[src/rtl/cpu_controller.sv]
`default_nettype none
// ============================================================================
// cpu_controller : multi-cycle FSM sequencing fetch/decode/execute for a tiny
// CPU; define CTRL_JUMP_EN to enable the opcode-0110 Jump state.  Rev 1.0
// ============================================================================
module cpu_controller (
  input  logic        Clk,
  input  logic        Reset_n,
  input  logic [15:0] IR_Data,
  output logic [6:0]  PC_Addr,
  output logic        IR_Id,
  output logic [7:0]  D_Addr,
  output logic        D_Wr,
  output logic        RF_s,
  output logic [3:0]  RF_W_Addr,
  output logic        RF_W_en,
  output logic [3:0]  RF_Ra_Addr,
  output logic [3:0]  RF_Rb_Addr,
  output logic [2:0]  ALU_s0,
  output logic [3:0]  StateOut
);

  localparam logic [3:0] c_ST_INIT   = 4'd0;
  localparam logic [3:0] c_ST_FETCH  = 4'd1;
  localparam logic [3:0] c_ST_DECODE = 4'd2;
  localparam logic [3:0] c_ST_NOOP   = 4'd3;
  localparam logic [3:0] c_ST_LOADA  = 4'd4;
  localparam logic [3:0] c_ST_LOADB  = 4'd5;
  localparam logic [3:0] c_ST_STORE  = 4'd6;
  localparam logic [3:0] c_ST_ADD    = 4'd7;
  localparam logic [3:0] c_ST_SUB    = 4'd8;
  localparam logic [3:0] c_ST_HALT   = 4'd9;
`ifdef CTRL_JUMP_EN
  localparam logic [3:0] c_ST_JUMP   = 4'd10;
  localparam logic [3:0] c_OP_JUMP   = 4'b0110;
`endif

  localparam logic [3:0] c_OP_NOOP   = 4'b0000;
  localparam logic [3:0] c_OP_STORE  = 4'b0001;
  localparam logic [3:0] c_OP_LOAD   = 4'b0010;
  localparam logic [3:0] c_OP_ADD    = 4'b0011;
  localparam logic [3:0] c_OP_SUB    = 4'b0100;
  localparam logic [3:0] c_OP_HALT   = 4'b0101;

  localparam logic [2:0] c_ALU_PASS  = 3'b000;
  localparam logic [2:0] c_ALU_ADD   = 3'b001;
  localparam logic [2:0] c_ALU_SUB   = 3'b010;

  logic [3:0] r_state;
  logic [6:0] r_pc;
  logic [3:0] w_state_nxt;
  logic [6:0] w_pc_nxt;
  logic [3:0] w_opcode;

  assign w_opcode = IR_Data[15:12];
  assign PC_Addr  = r_pc;
  assign StateOut = r_state;

  always_ff @(posedge Clk or negedge Reset_n) begin
    if (!Reset_n) begin
      r_state <= c_ST_INIT;
      r_pc    <= 7'd0;
    end else begin
      r_state <= w_state_nxt;
      r_pc    <= w_pc_nxt;
    end
  end

  always_comb begin
    w_state_nxt = r_state;
    w_pc_nxt    = r_pc;
    case (r_state)
      c_ST_INIT:  w_state_nxt = c_ST_FETCH;
      c_ST_FETCH: begin
        w_state_nxt = c_ST_DECODE;
        w_pc_nxt    = r_pc + 7'd1;
      end
      c_ST_DECODE: begin
        case (w_opcode)
          c_OP_NOOP:  w_state_nxt = c_ST_NOOP;
          c_OP_STORE: w_state_nxt = c_ST_STORE;
          c_OP_LOAD:  w_state_nxt = c_ST_LOADA;
          c_OP_ADD:   w_state_nxt = c_ST_ADD;
          c_OP_SUB:   w_state_nxt = c_ST_SUB;
          c_OP_HALT:  w_state_nxt = c_ST_HALT;
`ifdef CTRL_JUMP_EN
          c_OP_JUMP:  w_state_nxt = c_ST_JUMP;
`endif
          default:    w_state_nxt = c_ST_NOOP;
        endcase
      end
      c_ST_LOADA: w_state_nxt = c_ST_LOADB;
      c_ST_LOADB, c_ST_STORE, c_ST_ADD, c_ST_SUB, c_ST_NOOP:
        w_state_nxt = c_ST_FETCH;
      c_ST_HALT:  w_state_nxt = c_ST_HALT;
`ifdef CTRL_JUMP_EN
      c_ST_JUMP: begin
        w_state_nxt = c_ST_FETCH;
        w_pc_nxt    = IR_Data[6:0];
      end
`endif
      default:    w_state_nxt = c_ST_INIT;
    endcase
  end

  // Strobes are purely state-decoded so an asynchronous reset clears them at once.
  always_comb begin
    IR_Id      = 1'b0;
    D_Addr     = 8'd0;
    D_Wr       = 1'b0;
    RF_s       = 1'b0;
    RF_W_Addr  = 4'd0;
    RF_W_en    = 1'b0;
    RF_Ra_Addr = 4'd0;
    RF_Rb_Addr = 4'd0;
    ALU_s0     = c_ALU_PASS;
    case (r_state)
      c_ST_FETCH: IR_Id = 1'b1;
      c_ST_LOADA: D_Addr = IR_Data[11:4];
      c_ST_LOADB: begin
        D_Addr    = IR_Data[11:4];
        RF_s      = 1'b1;
        RF_W_Addr = IR_Data[3:0];
        RF_W_en   = 1'b1;
      end
      c_ST_STORE: begin
        RF_Ra_Addr = IR_Data[11:8];
        D_Addr     = IR_Data[7:0];
        ALU_s0     = c_ALU_PASS;
        D_Wr       = 1'b1;
      end
      c_ST_ADD, c_ST_SUB: begin
        RF_Ra_Addr = IR_Data[11:8];
        RF_Rb_Addr = IR_Data[7:4];
        RF_W_Addr  = IR_Data[3:0];
        ALU_s0     = (r_state == c_ST_ADD) ? c_ALU_ADD : c_ALU_SUB;
        RF_W_en    = 1'b1;
      end
      default: ;
    endcase
  end

endmodule
`default_nettype wire

[config.mk]
export PLATFORM = sky130hd
export DESIGN_NAME = cpu_controller
export DESIGN_NICKNAME = d
export VERILOG_FILES = /design/src/rtl/cpu_controller.sv
export SDC_FILE = /design/constraint.sdc
export NUM_CORES = 1
export LEC_CHECK = 0
export CAP_MARGIN = 20
export CORE_ASPECT_RATIO = 1.1
export CORE_UTILIZATION = 30
export CTS_CLUSTER_DIAMETER = 100
export DETAILED_ROUTE_END_ITERATION = 8
export PLACE_DENSITY = 0.81
export SLEW_MARGIN = 5
export SYNTH_ARGS = -nofsm -noshare
export SYNTH_HDL_FRONTEND = slang
export SYNTH_SLANG_ARGS = --single-unit
export TNS_END_PERCENT = 100
[constraint.sdc]
create_clock -name Clk -period 2.6 [get_ports Clk]
set_input_delay 0.26 -clock Clk [delete_from_list [all_inputs] [get_ports Clk]]
set_output_delay 0.26 -clock Clk [all_outputs]
set_load 0.02 [all_outputs]
==> summary.txt <==
Outcome
  • Outcome: completed

Synthesis
  • Ys flop type: dfrtp_1
  • Unique cell type count in the Yosys netlist: 32
  • Area share of the largest cell type after synthesis: 34.8%
  • Most frequently used cell type in the post-synthesis netlist: and2_1
  • Top cells by instance count after synthesis: 13 x and2_1, 11 x dfrtp_1, 8 x a22o_1, 6 x xnor2_1, 5 x nand2_1
  • Mapped Area: 792 sq um
  • Portion of the post-synthesis area used by sequential elements: a little over a third
  • Avg Synthesized Cell Area: 9.43 sq um
  • Cells after Synth: 84
  • Synth warn: 0
  • Post-synth ARST share: 100%
  • Cell types with the largest area share after synthesis: dfrtp_1 35%, and2_1 10%, a22o_1 8.8%
  • Number of enable flip-flop cells after synthesis: 0
  • Yosys reg bits: 11
  • Synth area leader: dfrtp_1
  • Net count of the mapped netlist: 103

Clock network
  • Worst-skew pair later-pin latency: 0.26 ns
  • Clock tree from TritonCTS: built
  • CTS clk-pin slew, worst paths: 0.07 ns
  • Post-CTS repair timing setup buffer count: 0
  • Maximum buffer depth of the clock tree: 2
  • Maximum level of the CTS H-tree: 1
  • Number of buffers added by the clock tree synthesis step: 3
  • # clock sinks: 11
  • Root buffer cell: clkbuf_4

STA
  • Minimum hold slack: 0.324 ns
  • Number of pins with negative max-slew slack in the final report: 0
  • Final worst clock skew: 0.000890 ns
  • Count of endpoints failing hold in the final timing report: 0
  • Setup TNS Final: 0 ns
  • Timing-limited maximum frequency: 0.404 GHz
  • Worst setup margin: approximately 0.12 ns
  • Setup repair after global routing missed its margin: true
  • Part of the cycle the worst path needs: a little over nine tenths
  • Setup-violating endpoint count in the final report: 0
  • Min Clock Period, post-route: approximately 2.5 ns

Power
  • Peak ir drop on the vdd network: 378 uV
  • Power after layout: around 1000 uW
  • Reported leakage power: 0.000552 uW
  • Power per cell area: 754 nW/um^2

Detailed routing
  • Detailed-route via count: 850
  • Number of DRC markers after the initial detailed-route iteration: 5
  • Ratio of routed vias to standard cells: 5.03
  • Mean routed wirelength per cell: approximately 13 microns
  • Antenna-violating nets left: 0
  • Total wire length: 2210 microns
  • Pre-Repair DR Iteration Count: 3
  • Number of DRC violations after detailed routing: 0

GRT
  • Number of antenna violations at the first check in global routing: 0
  • Global-route wire length before repair: 3750 microns
  • All-layer global routing usage: roughly 17%
  • Remaining global-route overflow: 0
  • Number of global-route vias before repair: a little under 900
  • Largest net degree at the start of global routing: 13

Placed design
  • Detailed-placement wirelength estimate: 1810 microns
  • Placer congestion estimate: roughly 0.76
  • Setup Slack @ Placement: 0.324 ns
  • # port buffers: 54

Floorplan
  • Initial core utilization: about a third
  • Placeable Area: 2500 sq um
  • Placement Rows: 19
  • I/O pins: 56
  • Floorplan die height: about 56 microns
  • Die area: 2850 sq um
  • Die span in x: approximately 51 microns

Final layout
  • NumNets Final: 158
  • Area growth, synth to finish: 74.2%
  • Share of final-layout standard cells stronger than drive strength 1: 7.25%
  • Final cell utilization of the core: 55.3%
  • Filler Cell Count: 244
  • Diode count: 0

Worst setup path
  • Critical Path Source Type: flip-flop
  • Endpoint of the most critical register-to-register path: PC_Addr[6]
  • Cell depth of the worst flop-to-flop path: 4
  • Critical path data arrival time: 2.22 ns
  • Worst setup path start: StateOut[1]
  • Type of destination of the critical path: output pin
  • Setup slack on the worst flop-to-flop path: 0.89 ns
  • Critical Path End: IR_Id
  • Required time of the critical path: 2.34 ns
  • Kind of critical path: reg -> out
  • Highest fanout seen on the critical path: 12
  • Launching point of the worst reg2reg path: StateOut[1]

Hold path
  • Worst min-delay path class: in -> async

Job
  • Max cap viols: 0
## worst max-delay path: stages (launching register included)
cell and delay [ns]:
dfrtp_1 0.50, or4b_1 0.71, clkinv_4 0.12, clkdlybuf4s50_1 0.62
## cell usage in the layout, fill, tap and decap left out, types with 3 or more instances in the layout
master and instances:
clkdlybuf4s50_1 54, and2_1 13, dfrtp_1 11, a22o_1 8
xnor2_1 6, nand2_1 5, and3_1 4, nand2b_1 3
o21ai_0 3, nand4_1 3, clkbuf_4 3
## power breakdown
part	leakage, uW	internal, uW	switching, uW	total (uW)
Sequential	0.000139	237	97.2	334
Combinational	0.000398	300	293	593
Clock	0.0000150	59.2	53.8	113
Total	0.000552	596	444	1040
## cells by family (layout without fill, tap and decap cells)
logic type	Yosys count	after routing	synth area share [%]
compound gates	19	19	18.2
xor+xnor	7	7	7.74
fa+ha+maj	1	1	1.58
buf+inv	7	61	6.00
flops	11	11	34.8
other cells	1	1	0.473
simple gates	38	38	31.3
## per-layer routing
metal / track usage (%) / vias to the layer above / part of all wire (%)
met5: 0 / - / 0
met4: 3.57 / 0 / 0
met3: 7.38 / 0 / 13
met2: 27.8 / 50 / 47
met1: 20.4 / 389 / 40
li1: - / 411 / -
## per-stage QoR
stage | instance area (sq um) | instances
after global routing | 1380 | 169
after floorplan | 792 | 84
final | 1380 | 169
after CTS | 1370 | 169
after global placement | 1350 | 165
after detailed placement | 1350 | 165
## area by class of cell
cell class / instances / area [sq um] / area share, %
multi-input cells: 66 / 475 / 34.5
inverters: 1 / 8.76 / 0.635
flip-flops and latches: 11 / 275 / 19.9
well taps: 31 / 38.8 / 2.81
clock buffers: 4 / 26.3 / 1.90
repair buffers: 56 / 556 / 40.3
## flip-flops by register name (all words and copies together) (netlist names)
signal	flops
PC_Addr	7
StateOut	4
## worst min path at each step
stage	endpoint	slack [ns]	cells past startpoint
floorplan	PC_Addr[0]	-0.04	0
global placement	PC_Addr[6]	0.46	1
detailed placement	PC_Addr[6]	0.47	1
CTS	PC_Addr[2]	0.34	1
global route	PC_Addr[4]	0.36	1
finish	PC_Addr[4]	0.32	1
## repair_timing
item / in CTS / in global routing
setup endpoints to repair: 0 / 11
hold buffers: 0 / 0
resized for setup: 0 / 1
Note: power is estimated with default switching activity, not from simulation.
